### src/rtl/mcu_datapath_pkg.sv
// Shared constants for the MCU core: widths, ALU function codes, opcodes
// and APSR flag positions, plus the immediate-form opcode classifier.
package mcu_datapath_pkg;

  localparam int INST_WIDTH  = 8;
  localparam int APSR_WIDTH  = 3;
  localparam int ALUOP_WIDTH = 4;

  // Bit positions inside the status register
  localparam int ZERO     = 0;
  localparam int CARRY    = 1;
  localparam int NEGATIVE = 2;

  typedef logic [ALUOP_WIDTH-1:0] aluop_t;
  typedef logic [INST_WIDTH-1:0]  opcode_t;

  localparam aluop_t ALU_NOP  = 4'd0;
  localparam aluop_t ALU_ADD  = 4'd1;
  localparam aluop_t ALU_ADDC = 4'd2;
  localparam aluop_t ALU_SUB  = 4'd3;
  localparam aluop_t ALU_SUBC = 4'd4;
  localparam aluop_t ALU_NAND = 4'd5;
  localparam aluop_t ALU_NOR  = 4'd6;
  localparam aluop_t ALU_XOR  = 4'd7;
  localparam aluop_t ALU_XNOR = 4'd8;

  localparam opcode_t MCU_LOAD   = 8'h00;
  localparam opcode_t MCU_LOADI  = 8'h01;
  localparam opcode_t MCU_STORE  = 8'h02;
  localparam opcode_t MCU_STOREI = 8'h03;
  localparam opcode_t MCU_ADD    = 8'h04;
  localparam opcode_t MCU_ADDI   = 8'h05;
  localparam opcode_t MCU_ADDC   = 8'h06;
  localparam opcode_t MCU_ADDCI  = 8'h07;
  localparam opcode_t MCU_SUB    = 8'h08;
  localparam opcode_t MCU_SUBI   = 8'h09;
  localparam opcode_t MCU_SUBC   = 8'h0A;
  localparam opcode_t MCU_SUBCI  = 8'h0B;
  localparam opcode_t MCU_NAND   = 8'h0C;
  localparam opcode_t MCU_NANDI  = 8'h0D;
  localparam opcode_t MCU_NOR    = 8'h0E;
  localparam opcode_t MCU_NORI   = 8'h0F;
  localparam opcode_t MCU_XOR    = 8'h10;
  localparam opcode_t MCU_XORI   = 8'h11;
  localparam opcode_t MCU_XNOR   = 8'h12;
  localparam opcode_t MCU_XNORI  = 8'h13;
  localparam opcode_t MCU_JMP    = 8'h14;
  localparam opcode_t MCU_JZ     = 8'h15;
  localparam opcode_t MCU_JC     = 8'h16;
  localparam opcode_t MCU_JN     = 8'h17;

  // Opcodes whose operand is the immediate word rather than a RAM location
  function automatic logic is_imm_op(input opcode_t op);
    logic hit;
    hit = 1'b0;
    case (op)
      MCU_LOADI, MCU_STOREI, MCU_ADDI, MCU_ADDCI, MCU_SUBI,
      MCU_SUBCI, MCU_NANDI, MCU_NORI, MCU_XORI, MCU_XNORI: hit = 1'b1;
      default: hit = 1'b0;
    endcase
    return hit;
  endfunction

endpackage

### src/rtl/mcu_datapath_alu.sv
// Combinational ALU: arithmetic through a DATA_WIDTH+1 bit sum so the top
// bit is the carry; logical ops clear carry. Unknown codes report !known.
module mcu_alu
  import mcu_datapath_pkg::*;
#(
  parameter int DATA_WIDTH = 8
) (
  input  logic [ALUOP_WIDTH-1:0] op,
  input  logic [DATA_WIDTH-1:0]  a,
  input  logic [DATA_WIDTH-1:0]  b,
  input  logic                   carry_in,
  output logic [DATA_WIDTH-1:0]  result,
  output logic [APSR_WIDTH-1:0]  flags,
  output logic                   known
);

  localparam logic [DATA_WIDTH:0] SUM_ONE = (DATA_WIDTH + 1)'(1);

  logic [DATA_WIDTH:0] a_ext;
  logic [DATA_WIDTH:0] b_ext;
  logic [DATA_WIDTH:0] nb_ext;
  logic [DATA_WIDTH:0] c_ext;
  logic [DATA_WIDTH:0] sum;
  logic                carry_out;

  assign a_ext  = {1'b0, a};
  assign b_ext  = {1'b0, b};
  assign nb_ext = {1'b0, ~b};
  assign c_ext  = {{DATA_WIDTH{1'b0}}, carry_in};

  // Select the function; SUB is acc + ~op + 1 so carry set means no borrow
  always_comb begin
    sum       = '0;
    result    = '0;
    carry_out = 1'b0;
    known     = 1'b1;
    case (op)
      ALU_ADD: begin
        sum       = a_ext + b_ext;
        result    = sum[DATA_WIDTH-1:0];
        carry_out = sum[DATA_WIDTH];
      end
      ALU_ADDC: begin
        sum       = a_ext + b_ext + c_ext;
        result    = sum[DATA_WIDTH-1:0];
        carry_out = sum[DATA_WIDTH];
      end
      ALU_SUB: begin
        sum       = a_ext + nb_ext + SUM_ONE;
        result    = sum[DATA_WIDTH-1:0];
        carry_out = sum[DATA_WIDTH];
      end
      ALU_SUBC: begin
        sum       = a_ext + nb_ext + c_ext;
        result    = sum[DATA_WIDTH-1:0];
        carry_out = sum[DATA_WIDTH];
      end
      ALU_NAND: result = ~(a & b);
      ALU_NOR:  result = ~(a | b);
      ALU_XOR:  result = a ^ b;
      ALU_XNOR: result = ~(a ^ b);
      default:  known  = 1'b0;
    endcase
  end

  // Pack the status flags derived from the result
  always_comb begin
    flags           = '0;
    flags[ZERO]     = (result == '0);
    flags[CARRY]    = carry_out;
    flags[NEGATIVE] = result[DATA_WIDTH-1];
  end

endmodule

### src/rtl/mcu_datapath_ram.sv
// Data RAM: synchronous write, combinational read (old data on same-cycle
// read of the word being written). Contents are deliberately not reset.
module mcu_ram #(
  parameter int ADDR_WIDTH = 8,
  parameter int DATA_WIDTH = 8
) (
  input  logic                  clk,
  input  logic                  we,
  input  logic [ADDR_WIDTH-1:0] addr,
  input  logic [DATA_WIDTH-1:0] wdata,
  output logic [DATA_WIDTH-1:0] rdata
);

  logic [DATA_WIDTH-1:0] mem [0:(1<<ADDR_WIDTH)-1];

  // Write port
  always_ff @(posedge clk) begin
    if (we) begin
      mem[addr] <= wdata;
    end
  end

  assign rdata = mem[addr];

endmodule

### src/rtl/mcu_datapath.sv
// Execution datapath of the MCU core: PC, immediate, shadow opcode, data
// RAM, ALU, result/flag staging, accumulator and status register.
module mcu_datapath
  import mcu_datapath_pkg::*;
#(
  parameter int DATA_WIDTH = 8,
  parameter int ADDR_WIDTH = 8
) (
  input  logic                   clk,
  input  logic                   rst,
  input  logic [INST_WIDTH-1:0]  imem_data,
  input  logic                   opcode_update,
  input  logic                   imm_update,
  input  logic                   pc_count,
  input  logic                   pc_load,
  input  logic                   ram_write,
  input  logic [ALUOP_WIDTH-1:0] alu_operation,
  input  logic                   acc_update,
  input  logic                   psr_update,
  output logic [ADDR_WIDTH-1:0]  imem_addr,
  output logic [APSR_WIDTH-1:0]  apsr,
  output logic [DATA_WIDTH-1:0]  acc
);

  localparam logic [ADDR_WIDTH-1:0] PC_ONE = ADDR_WIDTH'(1);

  logic [ADDR_WIDTH-1:0] pc;
  logic [ADDR_WIDTH-1:0] pc_plus1;
  logic [DATA_WIDTH-1:0] imm;
  logic [INST_WIDTH-1:0] op_q;
  logic [DATA_WIDTH-1:0] res;
  logic [APSR_WIDTH-1:0] flg;
  logic [APSR_WIDTH-1:0] psr;

  logic [DATA_WIDTH-1:0] ram_rdata;
  logic [DATA_WIDTH-1:0] operand;
  logic [DATA_WIDTH-1:0] alu_result;
  logic [APSR_WIDTH-1:0] alu_flags;
  logic                  alu_known;
  logic                  is_load;

  assign pc_plus1  = pc + PC_ONE;
  assign imem_addr = imm_update ? pc_plus1 : pc;
  assign operand   = is_imm_op(op_q) ? imm : ram_rdata;
  assign is_load   = (op_q == MCU_LOAD) || (op_q == MCU_LOADI);
  assign apsr      = psr_update ? flg : psr;

  mcu_ram #(
    .ADDR_WIDTH(ADDR_WIDTH),
    .DATA_WIDTH(DATA_WIDTH)
  ) u_ram (
    .clk  (clk),
    .we   (ram_write & ~rst),
    .addr (imm[ADDR_WIDTH-1:0]),
    .wdata(acc),
    .rdata(ram_rdata)
  );

  mcu_alu #(
    .DATA_WIDTH(DATA_WIDTH)
  ) u_alu (
    .op      (alu_operation),
    .a       (acc),
    .b       (operand),
    .carry_in(psr[CARRY]),
    .result  (alu_result),
    .flags   (alu_flags),
    .known   (alu_known)
  );

  // Fetch-side registers: shadow opcode, immediate word and program counter
  always_ff @(posedge clk) begin
    if (rst) begin
      op_q <= MCU_LOAD;
      imm  <= '0;
      pc   <= '0;
    end else begin
      if (opcode_update) op_q <= imem_data;
      if (imm_update)    imm  <= imem_data[DATA_WIDTH-1:0];
      if (pc_load)       pc   <= imm[ADDR_WIDTH-1:0];
      else if (pc_count) pc   <= pc_plus1;
    end
  end

  // Result staging: ALU result and flags, a loaded operand, or a copy of acc
  always_ff @(posedge clk) begin
    if (rst) begin
      res <= '0;
      flg <= '0;
    end else if (alu_known) begin
      res <= alu_result;
      flg <= alu_flags;
    end else if (is_load) begin
      res <= operand;
    end else begin
      res <= acc;
    end
  end

  // Architectural commit of accumulator and status register
  always_ff @(posedge clk) begin
    if (rst) begin
      acc <= '0;
      psr <= '0;
    end else begin
      if (acc_update) acc <= res;
      if (psr_update) psr <= flg;
    end
  end

endmodule

### config.mk
export PLATFORM = sky130hd
export DESIGN_NAME = mcu_datapath
export DESIGN_NICKNAME = d
export VERILOG_FILES = /design/src/rtl/mcu_datapath_pkg.sv /design/src/rtl/mcu_datapath_alu.sv /design/src/rtl/mcu_datapath_ram.sv /design/src/rtl/mcu_datapath.sv
export SDC_FILE = /design/constraint.sdc
export NUM_CORES = 2
export LEC_CHECK = 0
export BUFFER_PORTS_ARGS = -buffer_cell sky130_fd_sc_hd__buf_2
export CAP_MARGIN = 0
export CORE_AREA = 2 2 607 609
export DETAILED_ROUTE_END_ITERATION = 8
export DIE_AREA = 0 0 609 611
export PLACE_DENSITY = 0.38
export SETUP_SLACK_MARGIN = 0.02
export SLEW_MARGIN = 0
export SYNTH_ARGS = -nofsm -noshare
export SYNTH_HDL_FRONTEND = slang
export SYNTH_SLANG_ARGS = --single-unit
### constraint.sdc
create_clock -name clk -period 7.4 [get_ports clk]
set_input_delay 0.74 -clock clk [delete_from_list [all_inputs] [get_ports clk]]
set_output_delay 0.74 -clock clk [all_outputs]
set_load 0.01 [all_outputs]
==> flow_metrics.tcl <==
set metrics [dict create \
    power.density_cell_area_mw_per_mm2 269.4 \
    tns_ns 0 \
    met2_use_gr 0.2300 \
    worst_clock_skew_ns 0.04688 \
    place_hpwl_mm 172.9 \
    routed_via_density 4.457 \
    critPathCapture "flg[0]$_SDFFE_PP0N_" \
    cp_cell_sequence "buf_4 > mux4_2 > mux4_2 > mux4_2 > nor2_1 > nor4_1 > a2111oi_4 > ha_1 > or2_2 > a2111o_1 > o211ai_1 > nor2_1 > and3_1 > a221o_1 > a211oi_1 > buf_4 > o211a_1" \
    route.detailed.wl_per_inst_um 28.28 \
    number_of_buffers_added_on_ports 39 \
    dr_total_vias 41740 \
    synthesis.yosys.warnings 0 \
    worstSkewPairLatency_ns 0.91 \
    unrepaired_setup_endpoints_after_global_routing "no" \
    slew_limit_fails 0 \
    gr-max-usage-layer "met2" \
    postCtsSetupBuffers 0 \
    globalRouteMet3Util 0.01993 \
    initial_utilization 0.2293 \
    preCtsSetupSlack_ns 0.3680 \
    max_slew.worst_pin.slew_ns 1.288 \
    filler_cell_count 36410 \
    ys_async_sr_fraction 0 \
    total_leakage_power_nw 30.32 \
    area_growth_pct 17.81 \
    post_route_cells_drive_above_1_share 0.2756 \
    synth_sequential_area_ratio 0.7481 \
    gpl_congestion 0.8094 \
    cts-buffers-inserted 237 \
    cp-end-kind "flop" \
    cts.sinks 2103 \
    worst-r2r-setup-slack_ns 0.35 \
    die_y_um 611 \
    drc 0 \
    postSynthNetCount 4095 \
    holdCritPathClass "in -> reg" \
    grt.overflow.total 0 \
    tritoncts "done" \
    detailedRoute.firstPassIterationCount 6 \
    final_critical_path_setup_slack_ns 0.3543 \
    ys_types 77 \
    critPathMaxStageDelay_ns 0.82 \
    synth_seq_cells 2103 \
    worstPathMaxFanout 14 \
    critical_path.reg2reg.endpoint "flg[0]$_SDFFE_PP0N_" \
    worst_slew_margin_rel 0.1384 \
    critical_path_arrival_ns 7.85 \
    run_status "finished clean" \
    yosysTopAreaCell "edfxtp_1" \
    max_freq_mhz 141.9 \
    ant_nets 0 \
    setup.worst_path.class "reg -> reg" \
    h_tree_level_count 4 \
    max-clock-path-buffers 4 \
    global_route.usage.total 0.1394 \
    grt_pass1_vias 42850 \
    setup_viol 0 \
    yosys-top-cells-area "edfxtp_1, mux4_2, nor2_1" \
    ir_drop_v 0.0001877 \
    cts-root-buf "clkbuf_16" \
    critPathLaunchType "flop" \
    grtUsageMet1 0.1944 \
    post_synth_inst_count 4041 \
    initial_antenna_violation_count 21 \
    ys_top_cells_by_count "edfxtp_1, mux4_2, nor2_1" \
    cts_repair_resize_count 0 \
    critical_path_buf_inv_count 2 \
    ys.flop_type "edfxtp_1" \
    dieArea_mm2 0.3721 \
    yosysMostFrequentCell "edfxtp_1" \
    family_with_the_most_delay_on_the_worst_path "compound AO/OA/AOI/OAI gates" \
    clkSlewWorstSetupHoldPaths_ns 0.06 \
    row_cnt 222 \
    fp.coreArea_mm2 0.3650 \
    synth.cell_area_mm2 0.08368 \
    cp.required_ns 8.21 \
    die_w_um 609 \
    maxCapViolCount 0 \
    cpMaxStageDelayCell "a2111oi_4" \
    pin_count 40 \
    cp_num_cells 17 \
    grt_pass1_wl_mm 364.8 \
    synth_enable_flop_cells 2048 \
    worst_r2r_path_depth 17 \
    synthesis.area_per_instance_um2 20.71 \
    hold_buffer_count_at_cts 0 \
    routed_wirelength_mm 264.8 \
    synth.top_cell.area_share 0.7349 \
    final_period_minus_worst_setup_slack_ns 7.046 \
    critical_path.most_common_cell "mux4_2" \
    finish.net_count 4402 \
    drt-initial-drc-count 3993 \
    layout_worst_path_cycle_share 0.9521 \
    timing.final.hold_violations 0 \
    grt_start_max_net_pins 91 \
]
-- sequential cells by signal, summed over array words and instances, names as in the netlist, named ones only --
signal     flops
acc            8
res            8
flg            3
op_q           8
pc             8
u_ram.mem   2048
psr            3
imm            8
-- report_power, final --
group	switching, mW	internal [mW]	total (mW)
combinational	1.20	0.682	1.88
clock	4.90	6.55	11.4
sequential	0.0884	13.1	13.2
total	6.19	20.4	26.6
-- cell type report --
type / count / area, um^2 / share of cell area
clock inverters: 143 / 1246 / 0.01264
repair buffers: 303 / 2527 / 0.02564
well taps: 4816 / 6026 / 0.06112
inverters: 35 / 131.4 / 0.001333
clock buffers: 294 / 6196 / 0.06285
flip-flops and latches: 2103 / 62650 / 0.6355
multi-input cells: 1668 / 19800 / 0.2008
diodes: 3 / 7.507 / 0.00007615
-- worst reg2reg max path, cell delays in order (launching register included) --
cell and delay [ns]:
dfxtp_4 0.76, buf_4 0.41, mux4_2 0.55, mux4_2 0.59
mux4_2 0.50, nor2_1 0.51, nor4_1 0.27, a2111oi_4 0.83
ha_1 0.53, or2_2 0.36, a2111o_1 0.35, o211ai_1 0.17
nor2_1 0.11, and3_1 0.20, a221o_1 0.29, a211oi_1 0.23
buf_4 0.18, o211a_1 0.13
-- through the flow --
step	hold slack, ns	power, mW	std cells	utilization	cell area [um^2]
finish	0.1344	26.56	9365	0.2701	98580
global route	0.1382	27.41	9363	0.2701	98580
CTS	0.07061	26.91	9362	0.2701	98570
detailed placement	0.4565	15.41	8925	0.2497	91130
global placement	0.4536	15.41	8925	0.2497	91130
floorplan	0.4329	14.54	4041	-	83680
-- kinds of logic (layout without fill, tap and decap cells) --
family | Yosys count | after routing | synth area share
fa+ha+maj | 33 | 33 | 0.005114
flops | 2103 | 2103 | 0.7481
other cells | 0 | 3 | 0
simple gates | 646 | 646 | 0.03491
mux | 703 | 703 | 0.1704
buf+inv | 270 | 775 | 0.01619
compound gates | 256 | 256 | 0.02183
xor+xnor | 30 | 30 | 0.003469
-- layer usage --
metal  share of wire  vias to the layer above  wire length [um]
met1            0.46                    22970            120600
met3           0.045                      295             11880
met4           0.020                        2              5215
met5        0.000045                        -                12
met2            0.48                     1059            127100
li1                -                    17410                 -
-- worst min path at each step --
stage                                   start                    to  slack (ns)  cells after the start
after floorplan           flg[2]$_SDFFE_PP0N_   flg[2]$_SDFFE_PP0N_        0.43                      2
after global placement      res[7]$_SDFF_PP0_   acc[7]$_SDFFE_PP0P_        0.45                      2
after detailed placement    res[2]$_SDFF_PP0_   acc[2]$_SDFFE_PP0P_        0.46                      2
after CTS                        imem_data[6]  op_q[6]$_SDFFE_PP0P_        0.07                      3
after global routing             imem_data[7]  op_q[7]$_SDFFE_PP0P_        0.14                      3
final                            imem_data[6]  op_q[6]$_SDFFE_PP0P_        0.13                      3
-- layout by cell type (no fill, tap or decap), types with 40 or more instances in the layout --
cell,n
nand2_1,100
a21oi_1,45
nor2_1,332
mux4_2,576
buf_4,236
dfxtp_1,41
clkinv_1,69
edfxtp_1,2048
mux2i_1,114
clkbuf_16,238
clkbuf_1,53
nand3_1,40
(Power assumes the default switching activity.)
